--- config.mk ---
export PLATFORM = sky130hd
export DESIGN_NAME = tick_scheduler
export DESIGN_NICKNAME = d
export VERILOG_FILES = /design/src/rtl/tick_scheduler.sv
export SDC_FILE = /design/constraint.sdc
export NUM_CORES = 1
export LEC_CHECK = 0
export ABC_AREA = 1
export CAP_MARGIN = 0
export CELL_PAD_IN_SITES_DETAIL_PLACEMENT = 0
export CELL_PAD_IN_SITES_GLOBAL_PLACEMENT = 1
export CORE_MARGIN = 1.5
export CORE_UTILIZATION = 48
export DETAILED_ROUTE_END_ITERATION = 6
export GPL_TIMING_DRIVEN = 0
export HOLD_SLACK_MARGIN = 0.06
export PLACE_DENSITY = 0.84
export REMOVE_ABC_BUFFERS = 1
export SKIP_LAST_GASP = 1
export SYNTH_ARGS = -nofsm -noshare
export SYNTH_HDL_FRONTEND = slang
export SYNTH_SLANG_ARGS = --single-unit
--- constraint.sdc ---
create_clock -name clk_in -period 3 [get_ports clk_in]
set_input_delay 0.6 -clock clk_in [delete_from_list [all_inputs] [get_ports clk_in]]
set_output_delay 0.6 -clock clk_in [all_outputs]
set_load 0.05 [all_outputs]
--- src/rtl/tick_scheduler.sv ---
// Shared-prescaler tick scheduler: one free-running base-tick divider feeding
// CH_COUNT independently programmable periodic / one-shot enable channels.
module tick_scheduler #(
  parameter int PRESCALE = 50,
  parameter int CH_COUNT = 4,
  parameter int CH_W     = 3,
  parameter int CNT_W    = 16
) (
  input  logic                clk_in,
  input  logic                rst_n,
  input  logic                cfg_valid,
  output logic                cfg_ready,
  input  logic [1:0]          cfg_op,
  input  logic [CH_W-1:0]     cfg_ch,
  input  logic [CNT_W-1:0]    cfg_period,
  input  logic                cfg_oneshot,
  output logic                cfg_err,
  output logic                base_tick,
  output logic [CH_COUNT-1:0] tick_out,
  output logic [CH_COUNT-1:0] busy
);

  localparam int PRE_W = $clog2(PRESCALE);
  localparam logic [PRE_W-1:0] PRE_MAX = PRE_W'(PRESCALE - 1);

  localparam logic [1:0] OP_NOP     = 2'b00;
  localparam logic [1:0] OP_START   = 2'b01;
  localparam logic [1:0] OP_STOP    = 2'b10;
  localparam logic [1:0] OP_RESTART = 2'b11;

  typedef enum logic {IDLE = 1'b0, RUN = 1'b1} ch_state_t;

  logic [PRE_W-1:0] pre_cnt;
  ch_state_t        state_q [CH_COUNT];
  ch_state_t        state_d [CH_COUNT];
  logic [CNT_W-1:0] cnt_q   [CH_COUNT];
  logic [CNT_W-1:0] cnt_d   [CH_COUNT];
  logic [CNT_W-1:0] per_q   [CH_COUNT];
  logic [CNT_W-1:0] per_d   [CH_COUNT];
  logic             mode_q  [CH_COUNT];
  logic             mode_d  [CH_COUNT];
  logic [CH_COUNT-1:0] tick_d;
  logic             err_d;
  logic             accept;
  logic             ch_ok;

  // Handshake: a command transfers on a rising edge with cfg_valid & cfg_ready
  // both high; cfg_ready then drops for one cycle, and the requester must hold
  // its fields stable while cfg_valid is high and cfg_ready is low.
  assign accept = cfg_valid & cfg_ready;
  assign ch_ok  = int'(cfg_ch) < CH_COUNT;

  always_ff @(posedge clk_in or negedge rst_n) begin
    if (!rst_n) begin
      pre_cnt   <= '0;
      base_tick <= 1'b0;
      cfg_ready <= 1'b0;
      cfg_err   <= 1'b0;
      tick_out  <= '0;
      for (int i = 0; i < CH_COUNT; i++) begin
        state_q[i] <= IDLE;
        cnt_q[i]   <= '0;
        per_q[i]   <= '0;
        mode_q[i]  <= 1'b0;
      end
    end else begin
      pre_cnt   <= (pre_cnt == PRE_MAX) ? '0 : pre_cnt + PRE_W'(1);
      base_tick <= (pre_cnt == PRE_MAX);
      cfg_ready <= ~accept;
      cfg_err   <= err_d;
      tick_out  <= tick_d;
      for (int i = 0; i < CH_COUNT; i++) begin
        state_q[i] <= state_d[i];
        cnt_q[i]   <= cnt_d[i];
        per_q[i]   <= per_d[i];
        mode_q[i]  <= mode_d[i];
      end
    end
  end

  always_comb begin
    err_d  = 1'b0;
    tick_d = '0;
    for (int i = 0; i < CH_COUNT; i++) begin
      state_d[i] = state_q[i];
      cnt_d[i]   = cnt_q[i];
      per_d[i]   = per_q[i];
      mode_d[i]  = mode_q[i];
    end
    if (accept && cfg_op != OP_NOP && !ch_ok) err_d = 1'b1;
    for (int i = 0; i < CH_COUNT; i++) begin
      // A command aimed at this channel takes priority over a coincident base tick.
      if (accept && cfg_op != OP_NOP && int'(cfg_ch) == i) begin
        case (cfg_op)
          OP_START: begin
            if (cfg_period == '0) begin
              err_d = 1'b1;
            end else begin
              per_d[i]   = cfg_period;
              mode_d[i]  = cfg_oneshot;
              cnt_d[i]   = cfg_period;
              state_d[i] = RUN;
            end
          end
          OP_STOP: begin
            state_d[i] = IDLE;
            cnt_d[i]   = '0;
          end
          OP_RESTART: begin
            if (per_q[i] == '0) begin
              err_d = 1'b1;
            end else begin
              cnt_d[i]   = per_q[i];
              state_d[i] = RUN;
            end
          end
          default: ;
        endcase
      end else if (base_tick && state_q[i] == RUN) begin
        if (cnt_q[i] == CNT_W'(1)) begin
          tick_d[i] = 1'b1;
          if (mode_q[i]) begin
            state_d[i] = IDLE;
            cnt_d[i]   = '0;
          end else begin
            cnt_d[i]   = per_q[i];
          end
        end else begin
          cnt_d[i] = cnt_q[i] - CNT_W'(1);
        end
      end
    end
  end

  // busy is the per-channel FSM state, visible for observation.
  always_comb begin
    busy = '0;
    for (int i = 0; i < CH_COUNT; i++) busy[i] = (state_q[i] == RUN);
  end

endmodule
==> results.ini, run 1 <==
[clocking]
clk_pin_slew_ns = 0.07
cts_tree = done
clock_tree.buffer_depth = 2
cts-root-buf = clkbuf_16
cts.sink_count = 149
clk_latency_ns = 0.43
numCtsBuffers = 17
postCtsHoldBufs = 0
htree_num_levels = 4

[die]
coreArea_sq_um = 21000
io_pins = 36
initial_core_util_pct = 48.7
row_count = 53
die_w_um = 149
die_area_sq_um = 22100
fp.dieH_um = 149

[place]
port_buffers = 35
hpwl_um = 22000
place_congestion = 0.974
dp.cells = 1815

[outcome]
run_status = complete, no violations

[sta]
hold_violations = 0
setup-violations-final = 0
fin_crit_ns = 2.89
finalMaxSlewViolations = 0
worst_pin_slew_ns = 0.683
worst_clock_skew_ns = 0.00759
relSlewSlack_pct = 54.4
post-route-period-util_pct = 96.5
fmax_ghz = 0.345

[worst_setup_path]
cp-start-kind = input pin
cp-endpoint = cnt_q[23]
startpoint = cfg_op[0]
cp.arrival_ns = 3.22
critPathRequiredTime_ns = 3.33
ff2ff_setup_slack_ns = 0.77
timing.rr.start = cfg_ready
critPathKind = input pin to register
regToRegEndpoint = cnt_q[23]
cp_max_fo = 21
end_kind = register
worst-r2r-cell-count = 9

[cells_and_area]
syn2layout_area_growth_pct = 12.1
antenna_cells = 0
final_common_cell = nand2_1
fillers = 2190
drive_above_1_share_pct = 7.34
ff_latch_area_sq_um = 3730
layoutNonFillerInstCount = 1868
final_cell_mix = 520 x nand2_1, 195 x nor2_1, 165 x nand3_1
final_util_pct = 54.5
nets = 1619
multi_input_area_sq_um = 5610

[synth]
synth_seq_cells = 149
ys_types = 40
netlist_instances = 1554
yosys.area.top_type = dfrtp_1
synth-edff-count = 0
netlist_area_sq_um = 10200
synthTopCellsByArea = dfrtp_1 37%, nand2_1 19%, nand3_1 8.1%, nor2_1 7.2%, o21ai_0 6.5%
synth_area_per_cell_sq_um = 6.56
ys.flop_type = dfrtp_1
async_flop_share_pct = 100
netlist.area_leader.share_pct = 36.6
ys_seq_area_share_pct = 36.6
ys_warn_count = 0

[global_routing]
antenna_found_initial = 1
grt_start_max_net_pins = 97
grt_pass1_vias = 9627
grt_pass1_wl_um = 51700
grt.overflow.total = 0
grtUsageTotal_pct = 30.6

[power_and_ir_drop]
p_per_area_nw_per_um2 = 777
p_leak_nw = 5.60
ir_drop_mv = 0.424

[routing]
drt_pre_antenna_iters = 5
drt_wl_total_um = 32700
ant_nets = 0
via_per_inst = 5.53
drt_iter0_drc = 1066
via_count = 10300
post_drt_wl_per_cell_um = 17.5
drc = 0

[worst_hold_path]
hp-class = input pin to async pin

[run]
cap_violations = 0

[synthesized netlist by cell type (3+ instances only)]
library cell  count
nand2_1         520
nor2_1          196
nand3_1         165
inv_1           155
dfrtp_1         149
o21ai_0         133
a21oi_1          29
buf_2            25
o211ai_1         24
nand4_1          16
ha_1             14
nand2_2          14
nor2_2           12
nor2_4           11
clkbuf_1          9
o21ai_1           9
xor2_1            9
buf_6             7
nand3b_1          6
o21bai_1          6
buf_4             5
inv_2             5
or2_2             5
nand2_4           3
nor3_1            3
o21a_1            3
[per-layer routing]
| layer | GRT usage (%) | share of wire [%] | vias to the layer above |
|---|---|---|---|
| met5 | 0 | 0.040 | - |
| met4 | 9.06 | 2.3 | 2 |
| met3 | 5.72 | 6.9 | 54 |
| met2 | 48.9 | 46 | 339 |
| met1 | 42.3 | 45 | 4907 |
| li1 | - | - | 5024 |
[worst min-delay path by stage]
stage | cells past startpoint | start | slack, ns | end
6_report | 1 | rst_n | 0.07 | pre_cnt[0]
3_5_place_dp | 2 | cnt_q[1] | 0.47 | cnt_q[1]
3_3_place_gp | 2 | cnt_q[1] | 0.47 | cnt_q[1]
4_1_cts | 1 | rst_n | 0.09 | pre_cnt[0]
5_1_grt | 1 | rst_n | 0.10 | cnt_q[60]
2_1_floorplan | 0 | rst_n | 0.30 | base_tick
[registers in the layout (all words and copies together) (netlist names)]
name / cells
per_q: 64
cfg_err: 1
tick_out: 4
busy: 4
cfg_ready: 1
cnt_q: 64
base_tick: 1
pre_cnt: 6
mode_q: 4
[critical path: stages]
cell,delay [ns]
clkdlybuf4s50_1,0.54
inv_1,0.09
ha_1,0.20
inv_1,0.09
nand3_4,0.22
nor2_4,0.31
inv_4,0.16
o21ai_0,0.18
nand2_1,0.24
nor2_4,0.25
inv_2,0.17
nand2_1,0.10
nand2_1,0.05
[power breakdown]
group	internal (mW)	switching [mW]	leakage (nW)	total, mW
registers	2.55	0.604	1.75	3.15
logic	1.20	2.23	3.54	3.43
clock network	1.37	0.923	0.302	2.30
[final cells by class]
cell class / instances / area share [%]
Multi-Input combinational cell: 1197 / 49.1
Sequential cell: 149 / 32.6
Inverter: 163 / 5.52
Timing Repair Buffer: 51 / 4.33
Clock buffer: 20 / 4.08
Tap cell: 275 / 3.01
Clock inverter: 12 / 1.32
Timing Repair inverter: 1 / 0.0438
[through the flow]
step | cell area (sq um) | TNS (ns) | power (mW) | hold WS (ns) | setup WS (ns)
after global placement | 10600 | -853.19 | 6.51 | 0.468 | -5.13
after CTS | 11300 | -2.83 | 8.89 | 0.0902 | -0.135
after floorplan | 9890 | 0 | 5.62 | 0.304 | 0.316
after global routing | 11400 | -0.0217 | 9.63 | 0.101 | -0.0173
final | 11400 | 0 | 8.88 | 0.0701 | 0.105
after detailed placement | 10600 | -96.25 | 6.56 | 0.470 | -1.18
[what timing repair did]
| action | in CTS | in global routing |
|---|---|---|
| endpoints found under the setup margin | 102 | 112 |
| cloned | 5 | 1 |
| hold endpoints to repair | 0 | 0 |
| gates resized for setup | 7 | 6 |
| pin swaps | 7 | 2 |
| setup buffers | 3 | 12 |
[cells by family (layout without fill, tap and decap cells)]
logic type                 after synthesis  after routing  share of synthesized area, %
AOI/OAI and AO/OA                      208            208                          11.1
adders and majority gates               14             14                          1.72
DFF                                    149            149                          36.6
buffers and inverters                  213            247                          9.10
and+or+nand+nor                        959            964                          40.5
xor gates and xnor gates                11             11                         0.945
(Power assumes the default switching activity.)
==> inputs of run 2 (changes only) <==
CORE_MARGIN = 5   (was 1.5)
SLEW_MARGIN = 40   (was unset)
==> run 2 against run 1 <==
Compared with the run above:
- clock skew grew 0.00093 ns
- via count shrank 0.55%
- hold slack gained 0.41 ns
- sequential share of layout area is essentially flat
- routed wire length grew 0.91%
- critical path type unchanged
- largest cell class unchanged
==> results.ini, run 2 (synthesis results as in run 1) <==
[worst_setup_path]
ff2ff_setup_slack_ns = 0.84  ; +0.07 ns
critPathRequiredTime_ns = 3.32  ; about the same
cp.arrival_ns = 3.13  ; -0.09 ns
cp-start-kind = input pin
critPathKind = input pin to register
cp_max_fo = 18  ; -14%
end_kind = register

[routing]
via_per_inst = 5.49  ; -0.61%
drt_iter0_drc = 991  ; -7.0%
ant_nets = 0  ; unchanged
drt_wl_total_um = 33000  ; +0.91%
drc = 0  ; unchanged
drt_pre_antenna_iters = 6  ; +1
via_count = 10300  ; -0.55%
post_drt_wl_per_cell_um = 17.6  ; +0.85%

[place]
hpwl_um = 22300  ; +1.3%
place_area_sq_um = 10700  ; +0.42%
port_buffers = 35  ; unchanged
place_congestion = 0.924  ; -5.1%
dp_slack_ns = -0.848  ; +0.333 ns
dp.cells = 1816  ; +0.055%

[power_and_ir_drop]
ir_drop_mv = 0.417  ; -1.7%
p_leak_nw = 5.59  ; -0.10%
total_power_mw = 8.77  ; -1.2%
p_per_area_nw_per_um2 = 768  ; -1.2%

[sta]
hold_violations = 0  ; unchanged
worst_clock_skew_ns = 0.00852  ; +0.000926 ns
finalMaxSlewViolations = 0  ; unchanged
worst_pin_slew_ns = 0.675  ; -0.00763 ns
fmax_ghz = 0.356  ; +2.9%
relSlewSlack_pct = 54.9  ; +0.51 points
setup-violations-final = 0  ; unchanged
rsz0062_at_grt = false
finalWorstSetupSlack_ns = 0.187  ; +0.0818 ns
fin_setup_tns_ns = 0  ; unchanged
post-route-period-util_pct = 93.8  ; -2.7 points
fin_crit_ns = 2.81  ; -0.0818 ns
hold_ws_ns = 0.483  ; +0.413 ns

[outcome]
run_status = complete, no violations

[die]
row_count = 53  ; unchanged
io_pins = 36  ; unchanged
die_area_sq_um = 24300  ; +9.6%
coreArea_sq_um = 21000  ; unchanged
die_w_um = 156  ; +4.7%
fp.dieH_um = 156  ; +4.7%
initial_core_util_pct = 48.7  ; unchanged

[cells_and_area]
layoutNonFillerInstCount = 1869  ; +0.054%
final_util_pct = 54.5  ; about the same
fin_area_sq_um = 11400  ; about the same
ff_latch_area_sq_um = 3730  ; unchanged
drive_above_1_share_pct = 7.15  ; -0.19 points
multi_input_area_sq_um = 5600  ; about the same
antenna_cells = 0  ; unchanged
reg.largest.list = cnt_q: 64 flops, per_q: 64 flops, pre_cnt: 6 flops
nets = 1621  ; +0.12%
fillers = 2150  ; -1.8%
final_common_cell = nand2_1
final_cell_mix = 520 x nand2_1, 195 x nor2_1, 165 x nand3_1
syn2layout_area_growth_pct = 12.0  ; about the same

[clocking]
cts_tree = done
clk_latency_ns = 0.43  ; about the same
numCtsBuffers = 17  ; unchanged
cts.sink_count = 149  ; unchanged
htree_num_levels = 4  ; unchanged
clk_pin_slew_ns = 0.07  ; about the same
clock_tree.buffer_depth = 2  ; unchanged
cts-root-buf = clkbuf_16

[global_routing]
antenna_found_initial = 0  ; -1
grtUsageTotal_pct = 27.5  ; -3.1 points
grt_pass1_wl_um = 52400  ; +1.4%
grt.overflow.total = 0  ; unchanged
grt_pass1_vias = 9683  ; +0.58%
grt_start_max_net_pins = 66  ; -32%

[worst_hold_path]
hp-class = register to register

[run]
cap_violations = 0  ; unchanged

## run 2: area by class of cell
cell class / count / share of cell area (%)
Clock buffer: 23 / 4.18
Timing Repair inverter: 1 / 0.0438
Sequential cell: 149 / 32.6
Inverter: 163 / 5.50
Clock inverter: 8 / 0.876
Multi-Input combinational cell: 1197 / 49.1
Timing Repair Buffer: 53 / 4.67
Tap cell: 275 / 3.01
## run 2: where the power goes
group | total [mW] | internal [mW] | switching, mW
logic | 3.45 | 1.21 | 2.24
clock network | 2.17 | 1.29 | 0.888
registers | 3.14 | 2.55 | 0.594
total | 8.77 | 5.05 | 3.72
## run 2: path summary, 6_finish.rpt
kind / start / to / cells after the start
min: cnt_q[1] / cnt_q[1] / 2
max in group asynchronous: rst_n / cnt_q[22] / 4
min reg2reg: cnt_q[1] / cnt_q[1] / 2
min in group asynchronous: rst_n / cnt_q[34] / 2
max reg2reg: cfg_ready / cnt_q[41] / 8
max: cfg_op[0] / cnt_q[41] / 12
## run 2: layer usage
metal  track usage (%)  wire length (um)  vias up
met5                 0                 0        -
met1              37.9             14600     4856
met2              44.4             15200      337
li1                  -                 -     5020
met4              6.67               728        0
met3              6.05              2430       56
## run 2: worst max-delay path: stages
cell,delay (ns)
clkdlybuf4s50_1,0.53
inv_1,0.09
ha_1,0.20
inv_1,0.09
nand3_4,0.19
nor2_4,0.43
clkinvlp_4,0.18
buf_4,0.21
nand3_4,0.21
nand2_4,0.18
nand2_1,0.14
nand2_1,0.06
## run 2: what timing repair did
| item | CTS | global route |
|---|---|---|
| pin swaps | 6 | 2 |
| endpoints found under the setup margin | 83 | 90 |
| setup buffers | 2 | 13 |
| cloned | 6 | 0 |
| endpoints found under the hold margin | 24 | 0 |
| gates resized for setup | 4 | 2 |
| hold buffers | 1 | 0 |
